[config.mk]
export PLATFORM = sky130hd
export DESIGN_NAME = lpr_boundary_detect
export DESIGN_NICKNAME = d
export VERILOG_FILES = /design/src/rtl/lpr_pkg.sv /design/src/rtl/lpr_row_accum.sv /design/src/rtl/lpr_boundary_detect.sv
export SDC_FILE = /design/constraint.sdc
export NUM_CORES = 1
export LEC_CHECK = 0
export BUFFER_PORTS_ARGS = -buffer_cell sky130_fd_sc_hd__clkbuf_2
export CORE_ASPECT_RATIO = 1.25
export CORE_MARGIN = 2
export CORE_UTILIZATION = 54
export DETAILED_ROUTE_END_ITERATION = 8
export MAX_ROUTING_LAYER = met4
export PLACE_DENSITY = 0.77
export SYNTH_ARGS = -nofsm -noshare
export SYNTH_HDL_FRONTEND = slang
export SYNTH_SLANG_ARGS = --single-unit
[constraint.sdc]
create_clock -name pixelclk -period 5.86 [get_ports pixelclk]
set_input_delay 0 -clock pixelclk [delete_from_list [all_inputs] [get_ports pixelclk]]
set_output_delay 0 -clock pixelclk [all_outputs]
set_load 0.005 [all_outputs]
[src/rtl/lpr_pkg.sv]
// lpr_pkg: shared FSM state type, coordinate width and parameter defaults for the plate box detector
package lpr_pkg;
  localparam int CW = 12;
  localparam int B_MIN_DEF = 100;
  localparam int DIFF_MIN_DEF = 40;
  localparam int ROW_MIN_CNT_DEF = 20;
  localparam int MIN_HEIGHT_DEF = 8;
  typedef enum logic [1:0] {IDLE, SCAN, MERGE, PUBLISH} state_t;
endpackage

[src/rtl/lpr_row_accum.sv]
// lpr_row_accum: per-row candidate count (saturating) with min/max candidate column and row number
module lpr_row_accum
  import lpr_pkg::*;
(
  input  logic          clk,
  input  logic          rst,
  input  logic          cand_i,
  input  logic          clr_i,
  input  logic [CW-1:0] hcount_i,
  input  logic [CW-1:0] vcount_i,
  output logic [CW-1:0] cnt_o,
  output logic [CW-1:0] hmin_o,
  output logic [CW-1:0] hmax_o,
  output logic [CW-1:0] vrow_o
);
  logic [CW-1:0] cnt_q, hmin_q, hmax_q, vrow_q;
  always_ff @(posedge clk) begin
    if (rst || clr_i) begin
      cnt_q  <= '0;
      hmin_q <= '1;
      hmax_q <= '0;
      vrow_q <= '0;
    end else if (cand_i) begin
      cnt_q  <= cnt_q + CW'(cnt_q != '1);
      hmin_q <= hcount_i < hmin_q ? hcount_i : hmin_q;
      hmax_q <= hcount_i > hmax_q ? hcount_i : hmax_q;
      vrow_q <= vcount_i;
    end
  end
  assign cnt_o  = cnt_q;
  assign hmin_o = hmin_q;
  assign hmax_o = hmax_q;
  assign vrow_o = vrow_q;
endmodule

[src/rtl/lpr_boundary_detect.sv]
// lpr_boundary_detect: accumulates the bounding box of rows rich in blue pixels and publishes it once per frame
module lpr_boundary_detect
  import lpr_pkg::*;
#(
  parameter int B_MIN       = B_MIN_DEF,
  parameter int DIFF_MIN    = DIFF_MIN_DEF,
  parameter int ROW_MIN_CNT = ROW_MIN_CNT_DEF,
  parameter int MIN_HEIGHT  = MIN_HEIGHT_DEF
) (
  input  logic          pixelclk,
  input  logic          reset,
  input  logic [23:0]   i_rgb,
  input  logic          i_hsync,
  input  logic          i_vsync,
  input  logic          i_de,
  input  logic [CW-1:0] hcount,
  input  logic [CW-1:0] vcount,
  output logic [CW-1:0] hcount_l,
  output logic [CW-1:0] hcount_r,
  output logic [CW-1:0] vcount_l,
  output logic [CW-1:0] vcount_r,
  output logic [CW-1:0] h2,
  output logic [CW-1:0] v3,
  output logic [CW-1:0] v5,
  output logic          box_valid,
  output logic          frame_done
);
  localparam logic [7:0]    BMIN = 8'(B_MIN);
  localparam logic [7:0]    DMIN = 8'(DIFF_MIN);
  localparam logic [CW-1:0] RMIN = CW'(ROW_MIN_CNT);
  localparam logic [CW-1:0] HMIN = CW'(MIN_HEIGHT);
  state_t state_q, state_d;
  logic de_q, vs_q, vs_qq, row_end, vs_rise, cand, unused_ok;
  logic [7:0] r, g, b, dr, dg;
  logic [CW-1:0] cnt, rmin, rmax, rrow;
  logic pend_q, any_q, any_m, ok;
  logic [CW-1:0] pv_q, pmin_q, pmax_q, top_q, bot_q, lft_q, rgt_q;
  logic [CW-1:0] top_m, bot_m, lft_m, rgt_m, ht, qt;
  logic [CW:0] hsum;
  assign {r, g, b} = i_rgb;
  assign dr = b - r;
  assign dg = b - g;
  assign cand = i_de && state_q == SCAN && b >= BMIN && b > r && b > g && dr >= DMIN && dg >= DMIN;
  assign row_end = de_q && !i_de;
  assign vs_rise = vs_q && !vs_qq;
  assign unused_ok = i_hsync;
  assign frame_done = state_q == PUBLISH;
  lpr_row_accum u_row (
    .clk(pixelclk), .rst(reset), .cand_i(cand), .clr_i(row_end),
    .hcount_i(hcount), .vcount_i(vcount),
    .cnt_o(cnt), .hmin_o(rmin), .hmax_o(rmax), .vrow_o(rrow)
  );
  always_comb begin
    state_d = state_q == IDLE  ? (vs_rise ? SCAN : IDLE) :
              state_q == SCAN  ? (vs_rise ? MERGE : SCAN) :
              state_q == MERGE ? PUBLISH : SCAN;
  end
  // merged view of the frame box including any row still pending, so a row ending with the frame is not lost
  always_comb begin
    any_m = any_q || pend_q;
    top_m = pend_q && (!any_q || pv_q < top_q) ? pv_q : top_q;
    bot_m = pend_q && (!any_q || pv_q > bot_q) ? pv_q : bot_q;
    lft_m = pend_q && (!any_q || pmin_q < lft_q) ? pmin_q : lft_q;
    rgt_m = pend_q && (!any_q || pmax_q > rgt_q) ? pmax_q : rgt_q;
    ht = bot_m - top_m;
    qt = ht >> 2;
    hsum = {1'b0, lft_m} + {1'b0, rgt_m};
    ok = any_m && ht >= HMIN;
  end
  always_ff @(posedge pixelclk) begin
    state_q <= reset ? IDLE : state_d;
  end
  always_ff @(posedge pixelclk) begin
    if (reset) begin
      de_q  <= 1'b0;
      vs_q  <= 1'b0;
      vs_qq <= 1'b0;
    end else begin
      de_q  <= i_de;
      vs_q  <= i_vsync;
      vs_qq <= vs_q;
    end
  end
  always_ff @(posedge pixelclk) begin
    if (reset) begin
      pend_q <= 1'b0;
      pv_q   <= '0;
      pmin_q <= '0;
      pmax_q <= '0;
    end else begin
      pend_q <= state_q == SCAN && row_end && cnt >= RMIN;
      pv_q   <= rrow;
      pmin_q <= rmin;
      pmax_q <= rmax;
    end
  end
  always_ff @(posedge pixelclk) begin
    if (reset || state_q == PUBLISH || state_q == IDLE) begin
      any_q <= 1'b0;
      top_q <= '0;
      bot_q <= '0;
      lft_q <= '0;
      rgt_q <= '0;
    end else begin
      any_q <= any_m;
      top_q <= top_m;
      bot_q <= bot_m;
      lft_q <= lft_m;
      rgt_q <= rgt_m;
    end
  end
  // outputs load leaving MERGE so they are already valid while frame_done is high
  always_ff @(posedge pixelclk) begin
    if (reset) begin
      hcount_l  <= '0;
      hcount_r  <= '0;
      vcount_l  <= '0;
      vcount_r  <= '0;
      h2        <= '0;
      v3        <= '0;
      v5        <= '0;
      box_valid <= 1'b0;
    end else if (state_q == MERGE) begin
      hcount_l  <= ok ? lft_m : '0;
      hcount_r  <= ok ? rgt_m : '0;
      vcount_l  <= ok ? top_m : '0;
      vcount_r  <= ok ? bot_m : '0;
      h2        <= ok ? hsum[CW:1] : '0;
      v3        <= ok ? top_m + qt : '0;
      v5        <= ok ? bot_m - qt : '0;
      box_valid <= ok;
    end
  end
endmodule

-- Word level (Yosys, flattened, before mapping)
Index checks and enable logic that the tools add are counted.
- word-level logic and storage cells: 94
- bits in registers: 224
- reductions and logical operators: 29
- $add $sub $neg: 7
- mux-type cells: 16
- eq/ne operators: 4
- magnitude comparators: 13
- operators by type and width (kind ; number):
    $mux 12 ; 11
    $gt 12x12->1 ; 3
    $lt 12x12->1 ; 3
    $ge 8x6->1 const B ; 2
    $gt 8x8->1 ; 2
    $sub 8x8->8 ; 2
    $logic_and 1x1->1 ; 15
    $add 12x12->13 ; 1
    $add 12x1->12 ; 1
    $add 12x10->12 ; 1
    $ge 12x4->1 const B ; 1
    $ge 12x5->1 const B ; 1
    $ne 12x12->1 const B ; 1
    $sub 12x10->12 ; 1
    $sub 12x12->12 ; 1
    $ge 8x7->1 const B ; 1
    $logic_or 1x1->1 ; 8
    $mux 2 ; 4
    $eq 2x2->1 const B ; 2
    $reduce_and 2->1 ; 2
    $logic_not 1->1 ; 3
    $eq 2x1->1 const B ; 1
    $logic_not 2->1 ; 1
    $mux 1 ; 1

-- Depth between registers and ports, before layout
- depth in word-level cells: 8
- depth in mapped cells: 29
- depth with buffers taken out: 28

-- Cells and area by module
From an unflattened synthesis, not the netlist that was laid out.
- cell total of the unflattened synthesis: 1514
- area, all modules: 13000.0 sq um
- by module, submodules not included (module ; area each (sq um) ; times used ; cells each):
    lpr_boundary_detect ; 10232.3 ; 1 ; 1190
    lpr_row_accum ; 2767.7 ; 1 ; 324

-- Least setup slack after synthesis
No wires, ideal clock.
- path type: reg-to-reg
- from: reg pv_q[2]
- to: reg v5[10]
- buffers on the path: 2
- cell stages (with the launch flop): 29
- data required time: 5.775 ns
- library setup time: 0.085 ns
- slack: 0.291 ns
- arrival: 5.485 ns
- period minus slack after synthesis: 5.569 ns
- cell sequence: dfxtp_1 ha_1 a211oi_1 o21ai_1 a21oi_1 o21ai_0 a21oi_1 clkbuf_1 clkbuf_1 a21oi_1 ha_1 nor2b_1 o2111ai_1 nand3b_1 nor2_1 o21ai_0 mux2i_1 a2111oi_4 inv_1 ha_1 a21o_1 a21oi_1 o21bai_1 maj3_1 nand2_1 a31oi_1 a2111oi_0 nor3_1 o31ai_2
- cells in the longest elaborated chain, start to end: 8
- elaborated cells between the ends (all ways): 13
- RTL lines (element ; RTL line ; RTL):
    start: declaration ; lpr_boundary_detect.sv:37 ; logic [CW-1:0] pv_q, pmin_q, pmax_q, top_q, bot_q, lft_q, rgt_q;
    start signal: assignment ; lpr_boundary_detect.sv:92 ; pv_q <= rrow;
    $gt 12x12->1 / $lt 12x12->1 (equally long branches) ; lpr_boundary_detect.sv:62, lpr_boundary_detect.sv:61 ;
    $logic_or 1x1->1 (on tied branches) ; lpr_boundary_detect.sv:62, lpr_boundary_detect.sv:61 ;
    $logic_and 1x1->1 (on tied branches) ; lpr_boundary_detect.sv:62, lpr_boundary_detect.sv:61 ;
    $mux 12 (on tied branches) ; lpr_boundary_detect.sv:62, lpr_boundary_detect.sv:61 ;
    $sub 12x12->12 ; lpr_boundary_detect.sv:65 ; ht = bot_m - top_m;
    $ge 12x4->1 ; lpr_boundary_detect.sv:68 ; ok = any_m && ht >= HMIN;
    $logic_and 1x1->1 ; lpr_boundary_detect.sv:68 ;
    $mux 12 (*) ; lpr_boundary_detect.sv:130 ; v5 <= ok ? bot_m - qt : '0;
    end signal: assignment ; lpr_boundary_detect.sv:130 ;
    end: declaration ; lpr_boundary_detect.sv:24 ; output logic [CW-1:0] v5,
Every way passes the cells marked *; elsewhere a longest branch is shown, timed or not.
A chain may end at the register's enable or synchronous reset.

-- Final worst setup path
- from: reg top_q[2]
- to: reg v3[10]
- cells in the longest elaborated chain, start to end: 8
- elaborated cells between the ends (all ways): 9
- RTL lines (element ; RTL line ; RTL):
    start: declaration ; lpr_boundary_detect.sv:37 ;
    start signal: assignment ; lpr_boundary_detect.sv:106 ; top_q <= top_m;
    $lt 12x12->1 (*) ; lpr_boundary_detect.sv:61 ; top_m = pend_q && (!any_q || pv_q < top_q) ? pv_q : top_q;
    $logic_or 1x1->1 (*) ; lpr_boundary_detect.sv:61 ;
    $logic_and 1x1->1 (*) ; lpr_boundary_detect.sv:61 ;
    $mux 12 (*) ; lpr_boundary_detect.sv:61 ;
    named net top_m[0] ; lpr_boundary_detect.sv:38 ; logic [CW-1:0] top_m, bot_m, lft_m, rgt_m, ht, qt;
    $sub 12x12->12 ; lpr_boundary_detect.sv:65 ;
    $ge 12x4->1 ; lpr_boundary_detect.sv:68 ;
    $logic_and 1x1->1 ; lpr_boundary_detect.sv:68 ;
    $mux 12 (*) ; lpr_boundary_detect.sv:129 ; v3 <= ok ? top_m + qt : '0;
    end signal: assignment ; lpr_boundary_detect.sv:129 ;
    end: declaration ; lpr_boundary_detect.sv:23 ; output logic [CW-1:0] v3,
Mark *: on every way through the listed nets, which the timed path passes. The rest lies on a longest branch.

==> impl_metrics.env <==
export IMPL_result_of_the_run="finished clean"
export IMPL_setup_ws_ns=0.253
export IMPL_worst_r2r_path_depth=28
export IMPL_grt_pass1_vias=10900
export IMPL_hpwlAfterDp_um=24400
export IMPL_synth_fp_nets=1633
export IMPL_dieHeight_um=175
export IMPL_ios=139
export IMPL_num_nets_final=1807
export IMPL_power_switching_share=0.229
export IMPL_setup_worst_path_class="reg2reg"
export IMPL_h_tree_depth=1
export IMPL_antenna_left=0
export IMPL_place_congestion=0.935
export IMPL_grt_pass1_wl_um=54600
export IMPL_drtIter0Drc=590
export IMPL_dieArea_mm2=0.0246
export IMPL_critical_path_reg2reg_endpoint="v3[10]$_SDFFE_PP0P_"
export IMPL_hold_depth=8
export IMPL_totalPowerFinal_w=0.00326
export IMPL_clockBufferDepth=3
export IMPL_clock_skew_ns=0.0186
export IMPL_power_frac_seq=0.471
export IMPL_cts_made_buffers=23
export IMPL_path_max_fanout=5
export IMPL_worst_slew_pin_slew_ns=1.02
export IMPL_globalRouteOverflowTotal=0
export IMPL_wl_um=33700
export IMPL_cts_clk_slew_worst_paths_ns=0.07
export IMPL_starting_density=0.549
export IMPL_syn_avg_cell_area_um2=8.71
export IMPL_worst_hold_startpoint="i_rgb[6]"
export IMPL_yosysTopAreaCell="dfxtp_1"
export IMPL_min_period_over_period=0.957
export IMPL_async_s_r_ff_share_synth=0
export IMPL_timing_critical_path_to_type="flop"
export IMPL_grtUsageMet2=0.483
export IMPL_finalCriticalPeriod_ns=5.61
export IMPL_largest_stage_delay_on_the_critical_path_ns=0.40
export IMPL_setup_viol_count_final=0
export IMPL_synth_ff_type="dfxtp_1"
export IMPL_grt_busiest_layer="met2"
export IMPL_cts_root_buf="clkbuf_16"
export IMPL_global_route_usage_met3=0.0301
export IMPL_fin_area_mm2=0.0149
export IMPL_dpl_instance_area_mm2=0.0137
export IMPL_antenna_found_initial=0
export IMPL_cp_startpoint="top_q[2]$_SDFF_PP0_"
export IMPL_dp_slack_ns=0.112
export IMPL_synth_yosys_warnings=0
export IMPL_layout_drive_gt1_share=0.179
export IMPL_achievable_frequency_ghz=0.178
export IMPL_firstDrtPassIters=5
export IMPL_yosys_top_cells_area="dfxtp_1 36%, ha_1 13%, nor2_1 6.0%"
export IMPL_rrSetupSlack_ns=0.25
export IMPL_totalNegativeSetupSlack_ns=0
export IMPL_critical_path_slowest_cell="fa_1"
export IMPL_synth_cells=1448
export IMPL_clock_power_share=0.470
export IMPL_timing_hold_worst_endpoint="u_row.cnt_o[11]$_SDFFE_PP0P_"
export IMPL_ys_seq_elements=224
export IMPL_vias_per_cell=5.86
export IMPL_syn2layout_area_growth_pct=18.1
export IMPL_portBuffers=137
export IMPL_report_final_slew_viol_count=0
export IMPL_cts_tree="yes"
export IMPL_total_leakage_power_nw=6.72
export IMPL_synth_top_cell_area_share=0.356
export IMPL_synth_top_cells_by_count="224 x dfxtp_1, 203 x nor2_1, 147 x inv_1"
export IMPL_dr_total_vias=11300
export IMPL_power_report_internal_total_w=0.00252
export IMPL_ys_seq_area_frac=0.356
export IMPL_clock_latency_ns=0.52
export IMPL_routed_wire_length_per_instance_um=17.5
export IMPL_synth_edff_count=0
export IMPL_cp_required_ns=6.22
export IMPL_worstSetupStartpointType="flop"
export IMPL_antennaDiodeCount=0
export IMPL_cap_violations=0
export IMPL_drc=0
export IMPL_final_hold_worst_slack_ns=0.285
export IMPL_r2r_start="top_q[2]$_SDFF_PP0_"
export IMPL_synthMostInstantiatedCell="dfxtp_1"
export IMPL_holdCritPathClass="in2reg"
export IMPL_placementRows=62
export IMPL_power_combinational_fraction=0.059
export IMPL_switching_power_w=0.000747
export IMPL_core_area_mm2=0.0230
export IMPL_total_power_density_per_cell_area_mw_per_mm2=219
export IMPL_grt_usage=0.278
export IMPL_post_synth_instance_area_mm2=0.0126
export IMPL_irDropWorstVdd_mv=0.203
export IMPL_gr_usage_met1=0.321
export IMPL_clock_sinks=224
export IMPL_post_synth_num_cell_types=79
export IMPL_floorplan_die_width_um=141
export IMPL_largest_net_degree_at_the_start_of_global_routing=90
export IMPL_timing_max_slew_rel_slack=0.313
export IMPL_final_hold_fails=0
export IMPL_crit_arrival_ns=5.96
## worst max-delay path by stage
stage and endpoint:
3_3_place_gp v5[10]$_SDFFE_PP0P_, 3_5_place_dp v5[10]$_SDFFE_PP0P_, 4_1_cts v3[10]$_SDFFE_PP0P_, 2_1_floorplan v5[10]$_SDFFE_PP0P_, 6_report v3[10]$_SDFFE_PP0P_, 5_1_grt v3[10]$_SDFFE_PP0P_
## power groups by stage
stage	registers (W)	logic [W]	clock network [W]
6_report	0.00154	0.000193	0.00153
5_1_grt	0.00154	0.000215	0.00161
4_1_cts	0.00154	0.000191	0.00156
3_5_place_dp	0.00157	0.000175	0
3_3_place_gp	0.00157	0.000169	0
2_1_floorplan	0.00157	0.000118	0
## layout make-up
cell class                 count  area (um^2)
timing repair buffer         218         1370
multi-input combinational   1007         7330
inverter                     148          556
clock inverter                13          158
clock buffer                  28          634
sequential                   224         4490
fill                        1928         8070
tap                          288          360
## kinds of logic (layout without fill, tap and decap cells)
group,after synthesis,in the layout,share of synthesized area
multiplexers,54,54,0.0450
AO/OA/AOI/OAI,336,336,0.194
buffers and inverters,217,407,0.0714
AND/OR/NAND/NOR,446,446,0.170
XOR/XNOR,38,38,0.0285
flip-flops,224,224,0.356
adder cells (fa/ha/maj),133,133,0.135
## layout by cell type (no fill, tap or decap), types with 5 or more instances in the layout
cell type      count
nor3_1            14
o21a_1            10
mux2_2            18
clkbuf_16         23
dlygate4sd3_1     28
nor2b_1           61
o31ai_1            7
clkbuf_2         136
fa_1               6
and3_1            12
nand2_1           66
buf_4             54
nand2b_1           9
a21boi_1           6
o211ai_1          18
or4_1              5
mux2i_1           35
o21bai_1           6
ha_1             125
xnor2_1           26
a21o_1            26
nand3b_1           5
a21oi_1           62
a21boi_0           5
o2111ai_1         13
a21oi_2            5
nand3_1           18
a31oi_1            5
a211oi_1           5
nand4_1           21
inv_1            147
xor2_1            10
or3_1              6
dfxtp_1          222
o21ai_0           42
a32oi_1           76
nor2_1           201
## metal layers
layer	wire (um)	up-vias	share of wire
met3	1480	102	0.044
met5	0	-	0
li1	-	5467	-
met1	13500	5370	0.40
met4	1740	0	0.052
met2	17000	339	0.50
## critical path, delay by kind of cell (launching register included)
family          cells  cell delay (ns)
compound gates     16             2.55
xor+xnor            1             0.24
fa+ha+maj           4             1.19
buf+inv             3             0.45
flops               1             0.33
mux                 1             0.35
simple gates        3             0.36
## repair_timing
item / CTS / global route
setup endpoints to repair: 0 / 9
hold buffers: 28 / 0
resized for setup: 0 / 27
buffers inserted: 0 / 5
endpoints found under the hold margin: 75 / 0
## per-stage QoR
step	cells	util
after floorplan	1448	-
after global placement	1852	0.596
after detailed placement	1852	0.596
after CTS	1921	0.643
after global routing	1926	0.648
final	1926	0.648
(Power assumes the default switching activity.)
